[src/rtl/network_sdiv_30s_14ns_16_seq.sv]
// Sequential signed divider: 30-bit signed dividend / 14-bit unsigned divisor,
// radix-2 restoring, saturated 16-bit quotient plus signed remainder.
module network_sdiv_30s_14ns_16_seq #(
  parameter logic [31:0] ID         = 32'd1,
  parameter int          din0_WIDTH = 30,
  parameter int          din1_WIDTH = 14,
  parameter int          dout_WIDTH = 16
) (
  input  logic                  clk,
  input  logic                  reset,
  input  logic                  ce,
  input  logic                  in_valid,
  output logic                  in_ready,
  input  logic [din0_WIDTH-1:0] din0,
  input  logic [din1_WIDTH-1:0] din1,
  output logic                  out_valid,
  input  logic                  out_ready,
  output logic [dout_WIDTH-1:0] dout,
  output logic [din1_WIDTH:0]   rem,
  output logic                  ovf,
  output logic                  dz
);

  typedef enum logic [1:0] {IDLE, CALC, FIX, DONE} state_t;

  state_t      state_q, state_d;
  logic [29:0] sh_q;      // dividend bits shift out the top, quotient bits shift in below
  logic [13:0] pr_q;
  logic [13:0] dvs_q;
  logic [4:0]  cnt_q;
  logic        neg_q, dzl_q;
  logic [15:0] dout_q;
  logic [14:0] rem_q;
  logic        ovf_q, dz_q;

  logic        unused_id;
  assign unused_id = ^ID;

  logic [29:0] mag;
  logic [14:0] pr_sh, pr_sub;
  logic        ge;
  logic [15:0] dout_d;
  logic [14:0] rem_d;
  logic        ovf_d;

  assign mag    = din0[29] ? (30'd0 - din0) : din0;
  assign pr_sh  = {pr_q, sh_q[29]};
  assign pr_sub = pr_sh - {1'b0, dvs_q};
  assign ge     = (pr_sh >= {1'b0, dvs_q});

  always_comb begin
    dout_d = 16'd0;
    rem_d  = 15'd0;
    ovf_d  = 1'b0;
    if (dzl_q) begin
      dout_d = neg_q ? 16'h8000 : 16'h7FFF;
    end else if (neg_q) begin
      // magnitude 32768 maps exactly onto -32768 without clipping
      ovf_d  = (sh_q > 30'd32768);
      dout_d = ovf_d ? 16'h8000 : (16'd0 - sh_q[15:0]);
      rem_d  = 15'd0 - {1'b0, pr_q};
    end else begin
      ovf_d  = (sh_q > 30'd32767);
      dout_d = ovf_d ? 16'h7FFF : sh_q[15:0];
      rem_d  = {1'b0, pr_q};
    end
  end

  always_ff @(posedge clk) begin
    if (reset) state_q <= IDLE;
    else if (ce) state_q <= state_d;
  end

  always_comb begin
    state_d = state_q;
    case (state_q)
      IDLE: if (in_valid) state_d = CALC;
      CALC: if (cnt_q == 5'd0) state_d = FIX;
      FIX:  state_d = DONE;
      DONE: if (out_ready) state_d = IDLE;
      default: state_d = IDLE;
    endcase
  end

  always_comb begin
    in_ready  = (state_q == IDLE);
    out_valid = (state_q == DONE);
  end

  always_ff @(posedge clk) begin
    if (reset) begin
      sh_q   <= 30'd0;
      pr_q   <= 14'd0;
      dvs_q  <= 14'd0;
      cnt_q  <= 5'd0;
      neg_q  <= 1'b0;
      dzl_q  <= 1'b0;
      dout_q <= 16'd0;
      rem_q  <= 15'd0;
      ovf_q  <= 1'b0;
      dz_q   <= 1'b0;
    end else if (ce) begin
      case (state_q)
        IDLE: if (in_valid) begin
          sh_q  <= mag;
          pr_q  <= 14'd0;
          dvs_q <= din1;
          cnt_q <= 5'd29;
          neg_q <= din0[29];
          dzl_q <= (din1 == 14'd0);
        end
        CALC: begin
          pr_q  <= ge ? pr_sub[13:0] : pr_sh[13:0];
          sh_q  <= {sh_q[28:0], ge};
          if (cnt_q != 5'd0) cnt_q <= cnt_q - 5'd1;
        end
        FIX: begin
          dout_q <= dout_d;
          rem_q  <= rem_d;
          ovf_q  <= ovf_d;
          dz_q   <= dzl_q;
        end
        default: ;
      endcase
    end
  end

  assign dout = dout_q;
  assign rem  = rem_q;
  assign ovf  = ovf_q;
  assign dz   = dz_q;

endmodule
[config.mk]
export PLATFORM = sky130hd
export DESIGN_NAME = network_sdiv_30s_14ns_16_seq
export DESIGN_NICKNAME = d
export VERILOG_FILES = /design/src/rtl/network_sdiv_30s_14ns_16_seq.sv
export SDC_FILE = /design/constraint.sdc
export NUM_CORES = 1
export LEC_CHECK = 0
export ABC_AREA = 1
export CORE_ASPECT_RATIO = 1.4
export CORE_MARGIN = 8
export CORE_UTILIZATION = 49
export DETAILED_ROUTE_END_ITERATION = 8
export GPL_ROUTABILITY_DRIVEN = 0
export GPL_TIMING_DRIVEN = 0
export PLACE_DENSITY = 0.72
export SETUP_SLACK_MARGIN = 0.5
export SYNTH_ARGS = -nofsm -noshare
export SYNTH_HDL_FRONTEND = slang
export SYNTH_SLANG_ARGS = --single-unit
export TNS_END_PERCENT = 1
[constraint.sdc]
create_clock -name clk -period 2.3 [get_ports clk]
set_input_delay 0.46 -clock clk [delete_from_list [all_inputs] [get_ports clk]]
set_output_delay 0.46 -clock clk [all_outputs]
set_load 0.1 [all_outputs]
==> flow_summary.json, run 1 <==
{
  "area.growth.synth_to_final_pct": 24.3,
  "worstPathMaxFanout": 2,
  "fp.coreArea_um2": 13800,
  "timing.critical_path.slowest_stage_cell": "sky130_fd_sc_hd__clkdlybuf4s15_1",
  "drive_gt1_share_pct": 9.23,
  "instances_no_fill": 1409,
  "grtUsageTotal_pct": 24.1,
  "die-height_um": 156,
  "cp-end-kind": "output port",
  "synth_top_area_share_pct": 29.3,
  "crit_chain": "clkdlybuf4s15_1",
  "cts-htree-levels": 3,
  "wirelength_um": 22000,
  "synth_edf_count": 0,
  "grt_overflow": 0,
  "fp.dieArea_um2": 18000,
  "drt-vias-per-instance": 5.42,
  "critical_path_class": "flip-flop to output port",
  "yosys_register_bits": 100,
  "grt_first_pass_wirelength_um": 34700,
  "min_path_type": "flip-flop to flip-flop",
  "dp.cells": 1382,
  "synth.top_cells.by_count": "sky130_fd_sc_hd__nand2_1, sky130_fd_sc_hd__inv_1, sky130_fd_sc_hd__nand3_1",
  "drtIter0Drc": 684,
  "final.min_clock_period_ns": 2.03,
  "max_clock_freq_mhz": 492,
  "ir_drop_uv": 459,
  "boundaryPins": 84,
  "via_count_of_the_first_global_routing_pass": 7302,
  "synth.yosys.warnings": 0,
  "critPathMaxStageDelay_ns": 0.84,
  "maximum_clock_path_buffer_count": 2,
  "crit_arrival_ns": 1.57,
  "syn-num-nets": 1189,
  "synth_area_leaders": "sky130_fd_sc_hd__dfxtp_1, sky130_fd_sc_hd__nand2_1, sky130_fd_sc_hd__nand3_1, sky130_fd_sc_hd__a21oi_1, sky130_fd_sc_hd__inv_1",
  "timing.max_slew.rel_slack_pct": 34.3,
  "clock_tree_from_tritoncts": "yes",
  "tightest_slew_ns": 0.990,
  "port_buffers": 81,
  "postSynth.asyncResetShare_pct": 0,
  "timing_hold_violations_final": 0,
  "power.density_nw_per_um2": 787,
  "cts_root_buffer": "sky130_fd_sc_hd__clkbuf_16",
  "die_w_um": 116,
  "synth_flop_cell": "sky130_fd_sc_hd__dfxtp_1",
  "post-synth-top-count-cell": "sky130_fd_sc_hd__nand2_1",
  "cp_num_buf_inv": 1,
  "power.static_leakage_nw": 3.85,
  "detail_route.drc_violations": 0,
  "antenna_cells_inserted": 0,
  "avgSynthCellArea_um2": 6.11,
  "antenna_found_initial": 0,
  "final_nets": 1292,
  "worst_setup_hold_path_clk_slew_ns": 0.07,
  "via_count": 7633,
  "period_share_pct": 88.4,
  "status": "finished clean",
  "post_drt_wl_per_cell_um": 15.6,
  "rows": 51,
  "pre_cts_slack_ns": -0.197,
  "dp.final_hpwl_um": 17500,
  "crit_required_ns": 1.84,
  "synthCells": 1116,
  "timing_max_transition_violations_final": 0,
  "rsz0062_at_grt": "true",
  "critical_path.top_delay_family": "buffers and inverters",
  "cts_inserted_buffers": 9,
  "starting_density_of_the_core_pct": 49.5,
  "grt_max_degree": 19,
  "final.fill_count": 1414,
  "clkSinkCount": 100,
  "detail_route.first_pass.iterations": 6,
  "final_clock_skew_ns": 0.00825,
  "max-cap-violations": 0,
  "netlist-cell-type-count": 39,
  "layout_setup_ws_ns": 0.267,
  "netlist_area_um2": 6820,
  "nature_of_the_critical_path_startpoint": "flip-flop",
  "seq_area_frac_synth_pct": 29.3,
  "synth_largest_area_cell": "sky130_fd_sc_hd__dfxtp_1",
  "ant_nets": 0,
  "finalSetupViolCount": 0,
  "worst_skew_pair.late_latency_ns": 0.35
}
-- area by class of cell --
type | count | area [um^2] | area share [%]
inverter | 145 | 544 | 6.42
timing repair buffer | 92 | 873 | 10.3
clock inverter | 7 | 80.1 | 0.945
sequential | 100 | 2020 | 23.8
tap | 185 | 231 | 2.73
multi-input combinational | 826 | 4290 | 50.6
buffer | 45 | 215 | 2.54
clock buffer | 9 | 225 | 2.66
-- cells by family after synthesis --
kind of cell / after synthesis / share of synthesized area (%)
simple gates: 556 / 35.1
compound gates: 229 / 17.8
buf+inv: 190 / 11.0
flops: 100 / 29.3
fa+ha+maj: 24 / 4.51
xor+xnor: 17 / 2.18
-- flip-flops by register name (all words and copies together) (netlist names) --
name,count
cnt_q,5
dout,16
dvs_q,14
dz,1
dzl_q,1
neg_q,1
ovf,1
pr_q,14
rem,15
sh_q,30
state_q,2
-- routing by layer --
layer,up-vias,share of wire (%),GRT usage [%]
met5,-,0,0
met4,0,5.0,14.1
met3,72,4.3,2.60
met2,256,52,44.9
met1,3423,39,25.2
li1,3882,-,-
-- worst paths after layout --
path | slack (ns) | endpoint | cells after the start | startpoint
min | 0.46 | dvs_q[2] | 2 | dvs_q[2]
max reg2reg | 0.36 | sh_q[27] | 7 | state_q[1]
max | 0.27 | dout[6] | 1 | dout[6]
min reg2reg | 0.46 | dvs_q[2] | 2 | dvs_q[2]
-- power breakdown --
part,total (mW),switching (mW),internal (mW)
combinational,3.03,1.97,1.06
clock,1.59,0.727,0.860
sequential,2.05,0.152,1.90
total,6.67,2.85,3.82
-- stage by stage --
stage | setup TNS [ns] | util, % | hold WS (ns) | power [mW] | area [um^2]
6_report | 0 | 61.5 | 0.462 | 6.67 | 8480
5_1_grt | 0 | 61.5 | 0.486 | 7.10 | 8480
4_1_cts | 0 | 59.7 | 0.462 | 6.46 | 8230
3_5_place_dp | -2.37 | 57.1 | 0.452 | 4.86 | 7880
3_3_place_gp | -1.62 | 57.1 | 0.445 | 4.83 | 7880
2_1_floorplan | 0 | - | 0.431 | 4.14 | 6830
-- worst min-delay path, cell delays in order, from the launching register on --
cell                      delay [ns]
sky130_fd_sc_hd__dfxtp_1        0.30
sky130_fd_sc_hd__inv_1          0.06
sky130_fd_sc_hd__a21oi_1        0.06
-- cell usage in the layout, fill, tap and decap left out, drive strengths merged --
cell type	netlist	routed
xnor2	7	7
o31a	1	1
nor4	3	3
nand3	125	125
o21ai	80	80
inv	144	147
clkinv	1	3
a31oi	8	8
nor3	8	8
or2	3	3
dfxtp	100	100
o211ai	5	5
clkinvlp	0	1
nand2	282	282
a21oi	121	121
nor3b	1	1
fa	1	1
a211oi	2	2
clkdlybuf4s15	0	19
a22oi	3	3
xor2	10	10
and2	1	1
nand3b	5	5
clkbuf	27	37
buf	18	29
ha	23	23
dlygate4sd2	0	15
bufinv	0	1
nand4	26	26
clkdlybuf4s50	0	46
o22ai	2	2
nor2	102	102
a21boi	7	7
-- what timing repair did --
action | CTS | global route
buffers inserted | 0 | 10
gates resized for setup | 78 | 44
gates cloned | 0 | 1
setup endpoints to repair | 115 | 117
pin swaps | 0 | 6
hold buffers | 0 | 0
Power figures use the tool's default switching activity.
==> run 2, diff against run 1 <==
--- a/config.mk
+++ b/config.mk
@@ -8,11 +8,11 @@
 export ABC_AREA = 1
 export CORE_ASPECT_RATIO = 1.4
 export CORE_MARGIN = 8
-export CORE_UTILIZATION = 49
+export CORE_UTILIZATION = 26
 export DETAILED_ROUTE_END_ITERATION = 8
 export GPL_ROUTABILITY_DRIVEN = 0
 export GPL_TIMING_DRIVEN = 0
-export PLACE_DENSITY = 0.72
+export MAX_ROUTING_LAYER = met4
 export SETUP_SLACK_MARGIN = 0.5
 export SYNTH_ARGS = -nofsm -noshare
 export SYNTH_HDL_FRONTEND = slang
==> constraint.sdc (replaced) <==
create_clock -name clk -period 2.59 [get_ports clk]
set_input_delay 0.518 -clock clk [delete_from_list [all_inputs] [get_ports clk]]
set_output_delay 0.518 -clock clk [all_outputs]
set_load 0.1 [all_outputs]
==> flow_summary.json, run 2 (synthesis results as in run 1) <==
{
  "cts_post_setup_buffers_inserted": 0,
  "clkSinkCount": 100,
  "worstRegToRegCells": 13,
  "final_clock_skew_ns": 0.0182,
  "via_count": 7543,
  "worst_skew_pair.late_latency_ns": 0.36,
  "max-cap-violations": 0,
  "critical_path_class": "flip-flop to output port",
  "drtIter0Drc": 474,
  "rsz0062_at_grt": "true",
  "timing.setup.tns_ns": 0,
  "timing.critical_path.slowest_stage_cell": "sky130_fd_sc_hd__clkdlybuf4s50_1",
  "max_clock_freq_mhz": 427,
  "worstPathMaxFanout": 2,
  "ant_nets": 0,
  "fp.dieArea_um2": 31700,
  "die-height_um": 208,
  "ir_drop_uv": 343,
  "via_count_of_the_first_global_routing_pass": 7487,
  "nature_of_the_critical_path_startpoint": "flip-flop",
  "crit_required_ns": 2.07,
  "hold_start": "dvs_q[4]",
  "port_buffers": 81,
  "critPathMaxStageDelay_ns": 1.14,
  "rr_startpoint": "pr_q[8]",
  "drt-vias-per-instance": 4.91,
  "worst_setup_hold_path_clk_slew_ns": 0.07,
  "clock_tree_from_tritoncts": "yes",
  "starting_density_of_the_core_pct": 26.3,
  "rows": 70,
  "design_power_total_mw": 5.74,
  "grt_overflow": 0,
  "grt_first_pass_wirelength_um": 37500,
  "top_register": "sh_q",
  "largest_register_ff_count": 30,
  "timing_max_transition_violations_final": 0,
  "boundaryPins": 84,
  "post_drt_wl_per_cell_um": 15.1,
  "grt_max_degree": 19,
  "crit_chain": "clkdlybuf4s50_1",
  "wirelength_um": 23300,
  "antenna_found_initial": 0,
  "hold_path_end": "dvs_q[4]",
  "reg2reg_setup_slack_ns": 0.43,
  "power.density_nw_per_um2": 690,
  "cts-htree-levels": 3,
  "die_w_um": 153,
  "cp_num_buf_inv": 1,
  "final_nets": 1281,
  "period_share_pct": 90.3,
  "detail_route.first_pass.iterations": 5,
  "dp.final_hpwl_um": 18900,
  "final.min_clock_period_ns": 2.34,
  "crit_arrival_ns": 1.82,
  "cp-end-kind": "output port",
  "min_path_type": "flip-flop to flip-flop",
  "grtUsageTotal_pct": 14.9,
  "area.growth.synth_to_final_pct": 21.9,
  "timing_hold_violations_final": 0,
  "power.static_leakage_nw": 3.82,
  "whs_path_depth": 2,
  "status": "finished clean",
  "timing.max_slew.rel_slack_pct": 33.0,
  "fp.coreArea_um2": 25900,
  "rr_endpoint": "pr_q[12]",
  "finalSetupViolCount": 0,
  "cts_inserted_buffers": 9,
  "layout.cells.most_common_list": "sky130_fd_sc_hd__nand2_1, sky130_fd_sc_hd__inv_1, sky130_fd_sc_hd__nand3_1, sky130_fd_sc_hd__a21oi_1, sky130_fd_sc_hd__dfxtp_1",
  "critical_path.top_delay_family": "buffers and inverters",
  "antenna_cells_inserted": 0,
  "maximum_clock_path_buffer_count": 2,
  "detail_route.drc_violations": 0,
  "drive_gt1_share_pct": 4.37,
  "cts_root_buffer": "sky130_fd_sc_hd__clkbuf_16",
  "tightest_slew_ns": 1.01,
  "layout.cells.most_common": "sky130_fd_sc_hd__nand2_1"
}
run 2: stage by stage:
step | std cells | hold slack (ns) | setup WS [ns] | utilization [%] | area [um^2]
floorplan | 1116 | 0.431 | 0.596 | - | 6820
global placement | 1521 | 0.446 | -0.0256 | 31.0 | 8040
detailed placement | 1521 | 0.458 | -0.000435 | 31.0 | 8040
CTS | 1537 | 0.468 | 0.224 | 32.1 | 8310
global route | 1537 | 0.491 | 0.196 | 32.1 | 8320
finish | 1537 | 0.462 | 0.251 | 32.1 | 8320
run 2: metal layers:
layer	vias to the layer above	global-route usage, %	wire length, um
li1	3855	-	-
met1	3427	15.7	9650
met2	210	27.2	12000
met3	51	1.19	705
met4	0	8.04	948
met5	-	-	0
run 2: repair_timing:
action	4_1_cts	5_1_grt
hold buffers	0	0
gates resized for setup	33	4
endpoints found under the hold margin	0	0
setup endpoints to repair	60	103
run 2: final cells by class:
cell class | count | area, um^2
Sequential cell | 100 | 2000
Tap cell | 324 | 405
Inverter | 145 | 544
Buffer | 45 | 206
Clock buffer | 9 | 225
Multi-Input combinational cell | 826 | 4080
Clock inverter | 7 | 80.1
Fill cell | 2923 | 17600
Timing Repair Buffer | 81 | 778
run 2: power breakdown:
part           internal, mW  switching [mW]
Clock                 0.765           0.668
Sequential             1.69           0.134
Combinational         0.804            1.68
run 2: how the worst max path moves through the flow:
| stage | start | to | slack, ns | cells after the start |
|---|---|---|---|---|
| floorplan | state_q[0] | cnt_q[4] | 0.60 | 9 |
| global placement | din0[0] | sh_q[10] | -0.03 | 12 |
| detailed placement | din0[0] | sh_q[10] | -0.0004 | 12 |
| CTS | dout[10] | dout[10] | 0.22 | 1 |
| finish | dout[9] | dout[9] | 0.25 | 1 |
| global route | pr_q[8] | pr_q[12] | 0.20 | 13 |
==> run 3, diff against run 2 <==
==> constraint.sdc (replaced) <==
create_clock -name clk -period 2.6 [get_ports clk]
set_input_delay 0.52 -clock clk [delete_from_list [all_inputs] [get_ports clk]]
set_output_delay 0.52 -clock clk [all_outputs]
set_load 0.1 [all_outputs]
==> flow_summary.json, run 3 (synthesis results as in run 1) <==
{
  "pre_cts_slack_ns": 0.00757,
  "power.static_leakage_nw": 3.80,
  "timing_max_transition_violations_final": 0,
  "port_buffers": 81,
  "fp.coreArea_um2": 25900,
  "power.density_nw_per_um2": 687,
  "critical_path.top_delay_family": "buffers and inverters",
  "ant_nets": 0,
  "multiInputGateArea_um2": 4080,
  "maximum_clock_path_buffer_count": 2,
  "layout.cells.most_common": "sky130_fd_sc_hd__nand2_1",
  "antenna_cells_inserted": 0,
  "starting_density_of_the_core_pct": 26.3,
  "min_path_type": "flip-flop to flip-flop",
  "final_nets": 1281,
  "crit_arrival_ns": 1.85,
  "hold_start": "dvs_q[4]",
  "timing_hold_violations_final": 0,
  "top_register": "sh_q",
  "via_count": 7541,
  "via_count_of_the_first_global_routing_pass": 7487,
  "grt_overflow": 0,
  "dp.final_hpwl_um": 18900,
  "metal3_wl_um": 705,
  "die_w_um": 153,
  "ff_latch_area_um2": 2000,
  "grtUsageTotal_pct": 14.9,
  "timing.max_slew.rel_slack_pct": 33.0,
  "boundaryPins": 84,
  "crit_chain": "clkdlybuf4s50_1",
  "nature_of_the_critical_path_startpoint": "flip-flop",
  "critical_path_origin": "rem[11]",
  "die-height_um": 208,
  "drive_gt1_share_pct": 4.37,
  "fp.dieArea_um2": 31700,
  "post_drt_wl_per_cell_um": 15.1,
  "wirelength_met1_um": 9640,
  "fin_area_um2": 8320,
  "cts_hold_buffers": 0,
  "layout_setup_ws_ns": 0.227,
  "finalSetupViolCount": 0,
  "detail_route.drc_violations": 0,
  "worstPathMaxFanout": 2,
  "cts-htree-levels": 3,
  "drt-vias-per-instance": 4.91,
  "grt_max_degree": 19,
  "max-cap-violations": 0,
  "cts_root_buffer": "sky130_fd_sc_hd__clkbuf_16",
  "instances_no_fill": 1537,
  "clkSinkCount": 100,
  "max_clock_freq_mhz": 421,
  "timing.critical_path.slowest_stage_cell": "sky130_fd_sc_hd__clkdlybuf4s50_1",
  "worst_skew_pair.late_latency_ns": 0.36,
  "reg2reg_setup_slack_ns": 0.44,
  "design_power_total_mw": 5.72,
  "layout.cells.most_common_list": "sky130_fd_sc_hd__nand2_1, sky130_fd_sc_hd__inv_1, sky130_fd_sc_hd__nand3_1, sky130_fd_sc_hd__a21oi_1, sky130_fd_sc_hd__dfxtp_1",
  "critPathMaxStageDelay_ns": 1.14,
  "worstRegToRegCells": 13,
  "place_area_um2": 8040,
  "met2_length_um": 12000,
  "final_clock_skew_ns": 0.0173,
  "clock_tree_from_tritoncts": "yes",
  "cp_num_buf_inv": 1,
  "hold_path_end": "dvs_q[4]",
  "final.fill_count": 2918,
  "status": "finished clean",
  "whs_path_depth": 2,
  "wirelength_um": 23300,
  "worst_setup_hold_path_clk_slew_ns": 0.08,
  "routed.top_layer": "met4",
  "rows": 70,
  "critical_path_class": "flip-flop to output port",
  "ir_drop_uv": 340,
  "detail_route.first_pass.iterations": 5,
  "rr_endpoint": "pr_q[12]",
  "rsz0062_at_grt": "true",
  "crit_required_ns": 2.08,
  "cp-end-kind": "output port",
  "rr_startpoint": "pr_q[8]",
  "tightest_slew_ns": 1.01,
  "area.growth.synth_to_final_pct": 22.0,
  "period_share_pct": 91.3,
  "antenna_found_initial": 0,
  "dp.cells": 1521,
  "drtIter0Drc": 488,
  "largest_register_ff_count": 30,
  "final.min_clock_period_ns": 2.37,
  "cts_inserted_buffers": 9,
  "grt_first_pass_wirelength_um": 37500
}
[run 3: cell types whose count changed in the layout (fill, tap and decap cells not counted)]
cell / before / now
sky130_fd_sc_hd__clkdlybuf4s50_1: 49 / 54
sky130_fd_sc_hd__dlygate4sd2_1: 29 / 25
sky130_fd_sc_hd__clkdlybuf4s15_1: 1 / 0
[run 3: how the worst max path moves through the flow]
stage,endpoint,slack [ns],depth (start not counted)
4_1_cts,rem[8],0.22,1
3_3_place_gp,sh_q[10],-0.02,12
5_1_grt,rem[12],0.19,1
3_5_place_dp,sh_q[10],0.008,12
6_report,rem[11],0.23,1
2_1_floorplan,cnt_q[4],0.61,9
[run 3: area by class of cell]
cell class	count	share of cell area, %
plain buffers	45	2.48
flip-flops and latches	100	24.1
repair buffers	81	9.41
clock inverters	7	0.962
inverters	145	6.54
multi-input cells	826	49.0
clock buffers	9	2.71
well taps	324	4.87
[run 3: repair_timing]
item,CTS,global route
gates resized for setup,28,3
endpoints found under the setup margin,59,99
buffers inserted,0,0
[run 3: routing by layer]
layer / vias up / track usage, %
li1: 3855 / -
met1: 3416 / 15.7
met2: 220 / 27.2
met3: 50 / 1.19
met4: 0 / 8.04
met5: - / -
[run 3: through the flow]
stage / TNS [ns] / utilization, % / hold slack [ns]
4_1_cts: 0 / 32.1 / 0.468
6_report: 0 / 32.1 / 0.462
5_1_grt: 0 / 32.1 / 0.491
2_1_floorplan: 0 / - / 0.431
3_3_place_gp: -0.0213 / 31.0 / 0.446
3_5_place_dp: 0 / 31.0 / 0.458
[run 3: where the power goes]
part           internal, mW  switching, mW  leakage, nW
Combinational         0.802           1.68         2.84
Clock                 0.762          0.668        0.148
Sequential             1.68          0.134        0.815
